$ cat config.mk
export PLATFORM = sky130hd
export DESIGN_NAME = pc_stack_unit
export DESIGN_NICKNAME = d
export VERILOG_FILES = /design/src/rtl/pc_stack_unit.sv
export SDC_FILE = /design/constraint.sdc
export NUM_CORES = 1
export LEC_CHECK = 0
export CAP_MARGIN = 5
export CORE_AREA = 8 8 77 96
export DETAILED_ROUTE_END_ITERATION = 10
export DIE_AREA = 0 0 85 104
export PLACE_DENSITY_LB_ADDON = 0.1
export SETUP_SLACK_MARGIN = 0.05
export SYNTH_ARGS = -nofsm -noshare
export SYNTH_HDL_FRONTEND = slang
export SYNTH_SLANG_ARGS = --single-unit
$ cat constraint.sdc
create_clock -name clock -period 4.7 [get_ports clock]
set_input_delay 0.94 -clock clock [delete_from_list [all_inputs] [get_ports clock]]
set_output_delay 0.94 -clock clock [all_outputs]
set_load 0.02 [all_outputs]
$ cat src/rtl/pc_stack_unit.sv
// Program counter with increment, jump, relative branch and call/return
// through an internal return-address stack with sticky misuse flags.
module pc_stack_unit #(
    parameter int unsigned WIDTH      = 8,
    parameter int unsigned DEPTH      = 4,
    parameter int unsigned RESET_ADDR = 0,
    parameter int unsigned INC        = 1
) (
    input  logic                             clock,
    input  logic                             reset,
    input  logic                             en,
    input  logic [2:0]                       op,
    input  logic [WIDTH-1:0]                 target,
    input  logic [WIDTH-1:0]                 offset,
    input  logic                             clr_err,
    output logic [WIDTH-1:0]                 pc,
    output logic [WIDTH-1:0]                 top,
    output logic [$clog2(DEPTH+1)-1:0]       sp,
    output logic                             ovf,
    output logic                             udf
);

    localparam int unsigned SP_W  = $clog2(DEPTH + 1);
    localparam int unsigned IDX_W = (DEPTH > 1) ? $clog2(DEPTH) : 1;

    localparam logic [2:0] OP_INC    = 3'd1;
    localparam logic [2:0] OP_JUMP   = 3'd2;
    localparam logic [2:0] OP_BRANCH = 3'd3;
    localparam logic [2:0] OP_CALL   = 3'd4;
    localparam logic [2:0] OP_RET    = 3'd5;

    logic [WIDTH-1:0] pc_q, pc_d;
    logic [SP_W-1:0]  sp_q, sp_d;
    logic             ovf_q, ovf_d;
    logic             udf_q, udf_d;
    logic [WIDTH-1:0] stack_q [DEPTH];

    logic [WIDTH-1:0] pc_inc;
    logic [WIDTH-1:0] top_val;
    logic [IDX_W-1:0] top_idx;
    logic [IDX_W-1:0] push_idx;
    logic             push;
    logic             stack_full;
    logic             stack_empty;

    assign pc_inc      = pc_q + WIDTH'(INC);
    assign stack_full  = (sp_q == SP_W'(DEPTH));
    assign stack_empty = (sp_q == '0);
    assign top_idx     = IDX_W'(sp_q - SP_W'(1));
    assign push_idx    = IDX_W'(sp_q);
    assign top_val     = stack_empty ? '0 : stack_q[top_idx];

    // Next-state: one op per cycle; flag set takes priority over clear.
    always_comb begin
        pc_d  = pc_q;
        sp_d  = sp_q;
        ovf_d = ovf_q & ~clr_err;
        udf_d = udf_q & ~clr_err;
        push  = 1'b0;
        if (en) begin
            case (op)
                OP_INC:    pc_d = pc_inc;
                OP_JUMP:   pc_d = target;
                OP_BRANCH: pc_d = pc_q + offset;
                OP_CALL: begin
                    pc_d = target;
                    if (stack_full) begin
                        ovf_d = 1'b1;
                    end else begin
                        push = 1'b1;
                        sp_d = sp_q + SP_W'(1);
                    end
                end
                OP_RET: begin
                    if (stack_empty) begin
                        pc_d  = pc_inc;
                        udf_d = 1'b1;
                    end else begin
                        pc_d = top_val;
                        sp_d = sp_q - SP_W'(1);
                    end
                end
                default: ;
            endcase
        end
    end

    always_ff @(posedge clock) begin
        if (reset) begin
            pc_q  <= WIDTH'(RESET_ADDR);
            sp_q  <= '0;
            ovf_q <= 1'b0;
            udf_q <= 1'b0;
        end else begin
            pc_q  <= pc_d;
            sp_q  <= sp_d;
            ovf_q <= ovf_d;
            udf_q <= udf_d;
        end
    end

    // Entry storage needs no reset; sp alone defines validity.
    always_ff @(posedge clock) begin
        if (!reset && push) begin
            stack_q[push_idx] <= pc_inc;
        end
    end

    assign pc  = pc_q;
    assign sp  = sp_q;
    assign top = top_val;
    assign ovf = ovf_q;
    assign udf = udf_q;

endmodule
## After elaboration in Yosys (flattened, before gate mapping)

Memory sizes are Yosys's and may differ from the RTL's.
Cells that the tools add are included.

| operators by class | value |
|---|---|
| add/subtract/negate cells | 4 |
| $mul | 0 |
| div/mod/pow operators | 0 |
| magnitude comparators | 0 |
| equality and inequality tests | 8 |
| shifts and indexed selects | 0 |
| mux-type cells | 17 |
| bitwise logic cells | 3 |
| reductions and logical operators | 8 |

Operators with widths:

| operator | count |
|---|---|
| $pmux 8 s4 | 1 |
| $mux 8 | 2 |
| $mux 1 | 11 |
| $eq 3x3->1 const B | 3 |
| $add 8x1->8 const B | 1 |
| $add 8x8->8 | 1 |
| $eq 3x2->1 const B | 2 |
| $mux 3 | 2 |
| $pmux 3 s2 | 1 |
| $ne 2x2->1 const B | 2 |
| $reduce_and 4->1 | 1 |
| $reduce_bool 4->1 | 1 |
| $add 3x1->3 const B | 1 |
| $eq 3x1->1 const B | 1 |
| $logic_not 3->1 | 1 |
| $sub 3x1->3 const B | 1 |
| $and 1x1->1 | 2 |
| $reduce_and 2->1 | 1 |
| $reduce_bool 2->1 | 1 |
| $reduce_or 2->1 | 1 |
| $logic_and 1x1->1 | 1 |
| $logic_not 1->1 | 1 |
| $not 1->1 | 1 |

| storage, ports and cells | value |
|---|---|
| bits in registers | 13 |
| latch bits | 0 |
| memory bits (writable) | 32 |
| ROM bits | 0 |
| word-level logic and storage cells | 45 |
| memories kept | 1 |

Memory list:

| name | depth | bits a word | rd ports | clocked after memory_dff | wr ports | line | text |
|---|---|---|---|---|---|---|---|
| stack_q | 4 | 8 | 1 | 0 | 1 | 36 | `logic [WIDTH-1:0] stack_q [DEPTH];` |

## Depth between registers and ports, before layout

| depth | value |
|---|---|
| word-level depth | 7 |
| depth in mapped cells | 8 |

## Least setup slack after synthesis

Ideal clock, no wire load.

| timing | value |
|---|---|
| kind | register to output |
| start point | register sp_q[0] (netlist: sp[0]) |
| end point | output top[5] |
| arrival time | 1.782 ns |
| data required time | 3.760 ns |
| setup slack | 1.978 ns |
| stages on the path, launching flop included | 7 |
| buffers on the path | 2 |
| path through | dfxtp_1 buf_6 inv_1 ha_1 clkbuf_2 mux4_2 and2_1 |

| on the way | value |
|---|---|
| cells in the longest elaborated chain, start to end | 3 |
| elaborated cells between the ends (all ways) | 4 |
| those cells by class | 1 x add/sub; 1 x mux; 1 x reduce/logical; 1 x memory |

Ends and longest elaborated chain:

| what | line | text |
|---|---|---|
| from (decl) | 33 | `logic [SP_W-1:0] sp_q, sp_d;` |
| from (signal assigned) | 96 | `sp_q <= sp_d;` |
| $sub 3x1->3 | -- |  |
| $mem_v2 4x8 | -- |  |
| $mux 8 (*) | 51 | `assign top_val = stack_empty ? '0 : stack_q[top_idx];` |
| to (decl) | 17 | `output logic [WIDTH-1:0] top,` |

Every way passes the cells marked *; elsewhere a longest branch is shown, timed or not.

## Worst setup path after layout

| timing | value |
|---|---|
| start point | register sp_q[1] (netlist: sp[1]) |
| end point | output top[5] |

The elaborated chain is that of the path after synthesis.

==> impl_metrics.tcl <==
set metrics [dict create \
    status "finished, final reports clean" \
    ys_ff_latch 45 \
    dr_wl_met2_mm 3.06 \
    diodes 0 \
    yosysMostFrequentCell "edfxtp_1" \
    ys.flop_type "edfxtp_1" \
    cts_hold_buf 0 \
    clockPowerShare_pct 31.1 \
    dp_cells 326 \
    grt_pass1_vias 1934 \
    layout_worst_path_cycle_share_pct 72.5 \
    ys_types 54 \
    post_dp_cell_area_um2 3060 \
    synth_edf_count 32 \
    drc 0 \
    startpoint_type "flip-flop" \
    viasPerCell 5.51 \
    grt_pass1_wl_mm 10.2 \
    period_needed_ps 3410 \
    stdcell_count 334 \
    ff_latch_area_um2 1220 \
    drtPass1Iterations 4 \
    ys_seq_area_share_pct 47.7 \
    r2r_setup_slack_ps 2250 \
    drv_cap 0 \
    netSwitchingFraction_pct 25.6 \
    post_drt_wl_per_cell_um 18.2 \
    cp_data_required_time_ps 3760 \
    dieArea_um2 8840 \
    grt-ovfl-total 0 \
    die_width_um 85 \
    die_y_um 104 \
    arrival_ps 2470 \
    hp-class "reg -> reg" \
    layout-drive-gt1-share_pct 11.7 \
    clock_latency_ps 290 \
    max_freq_mhz 293 \
    wl_met3_um 260 \
    clk_pin_slew_worst_paths_ps 80 \
    p_switching_w 0.000233 \
    numCtsBuffers 5 \
    synth_top_area_share_pct 37.5 \
    p_leak_nw 1.11 \
    fin_nets 302 \
    vdd_drop_max_mv 0.134 \
    multi_input_area_um2 1270 \
    setup_slack_ps 1290 \
    wirelength_mm 6.08 \
    critPathKind "reg -> out" \
    cts_setup_buffers 0 \
    vias 1841 \
    drt_iter0_drc 94 \
    critPathCaptureType "primary output" \
    cts_tree "yes" \
    power.share.combinational_pct 19.6 \
    path_buf_inv 2 \
    path_cells "inv_1, ha_1, mux4_2, and2_1, clkdlybuf4s50_1" \
    ant_nets 0 \
    io_buffers 43 \
    setup_tns_ps 0 \
    top_layer "met4" \
    cp_slowest_stage_delay_ps 550 \
    placementRows 32 \
    cts_buffer_depth 2 \
    finClkSkew_ps 3.33 \
    start_util_pct 43.0 \
    avgSynthCellArea_um2 11.7 \
    htreeDepth 2 \
    met1_length_mm 2.73 \
    finalHoldViolCount 0 \
    yosys-top-cells-area "edfxtp_1 38%, dfxtp_1 10%, mux4_2 7.0%" \
    grt_max_degree 21 \
    synth_top_area_cell "edfxtp_1" \
    synthArstFlopShare_pct 0 \
    hold_path_depth 1 \
    report.final.setup_viol 0 \
    cts_resized 0 \
    pre_cts_ws_ps 1460 \
    seqPwrFrac_pct 49.3 \
    slew_headroom_pct 55.7 \
    timing.hold.ws_ps 484 \
    critPathTopFamily "buffers and inverters" \
    syn_area_um2 2560 \
    crit_fanout 9 \
    ioPinCount 44 \
    critPathSlowestCell "ha_1" \
    slew_viol_final 0 \
    reg2reg_depth 8 \
    final_area_um2 3160 \
    cts_sinks 45 \
    syn_to_final_growth_pct 23.5 \
    fill_cells 531 \
    p_int_w 0.000676 \
    rsz0062_at_grt "false" \
    synth_cells 219 \
    dp_hpwl_mm 4.88 \
    core_region_area_um2 5970 \
    grt_antenna_before_repair 0 \
    synthesis.yosys.warnings 0 \
    grt_usage_pct 14.4 \
    place_congestion 0.762 \
    cts-root-buf "clkbuf_8" \
    power_density_nw_per_um2 287 \
    syn-num-nets 256 \
    worstMarginPinSlew_ps 662 \
    synth.top_cells.by_count "32 x edfxtp_1, 23 x nor2_1, 14 x and2_1, 13 x dfxtp_1, 13 x ha_1" \
    path_depth 5 \
]
[layout by cell type (no fill, tap or decap), types with 7 or more instances in the layout]
cell,synthesis,routed
clkdlybuf4s50_1,0,43
inv_1,10,10
edfxtp_1,32,32
a21oi_1,7,7
nor2_1,23,23
xnor2_1,7,7
mux4_2,8,8
dfxtp_1,13,13
and2_1,14,14
ha_1,13,13
[path summary, 6_finish.rpt]
kind	startpoint	to
max	sp[1]	top[5]
min	ovf	ovf
max reg2reg	pc[0]	pc[6]
min reg2reg	ovf	ovf
[metal layers]
metal | up-vias | global-route usage, %
met5 | - | 0
met4 | 0 | 3.45
met3 | 2 | 3.79
met2 | 40 | 24.3
met1 | 876 | 17.7
li1 | 923 | -
[sequential cells by signal, summed over array words and instances, names as in the netlist]
signal	cells
ovf	1
pc	8
sp	3
stack_q	32
udf	1
[cell type report]
class / count / share of cell area [%]
Multi-Input combinational cell: 158 / 40.2
Sequential cell: 45 / 38.6
Timing Repair Buffer: 44 / 13.8
Tap cell: 68 / 2.69
Clock buffer: 6 / 2.29
Inverter: 11 / 1.30
Clock inverter: 2 / 1.11
[cell families after synthesis]
family	share of synthesized area, %
buffers and inverters	2.73
AOI/OAI and AO/OA	16.8
DFF	47.7
and+or+nand+nor	14.9
muxes	7.03
adders and majority gates	7.13
xor gates and xnor gates	3.76
[power by group through the flow]
stage | logic [W] | clock network, W | registers, W
after global placement | 0.000177 | 0 | 0.000457
after detailed placement | 0.000179 | 0 | 0.000457
after global routing | 0.000196 | 0.000304 | 0.000449
after CTS | 0.000180 | 0.000290 | 0.000448
final | 0.000179 | 0.000282 | 0.000448
after floorplan | 0.000103 | 0 | 0.000461
[per-stage QoR]
stage	power, W	util (%)
after global placement	0.000634	51.2
after detailed placement	0.000636	51.2
after CTS	0.000918	53.0
after global routing	0.000949	53.0
final	0.000909	53.0
after floorplan	0.000565	-
(Power assumes the default switching activity.)
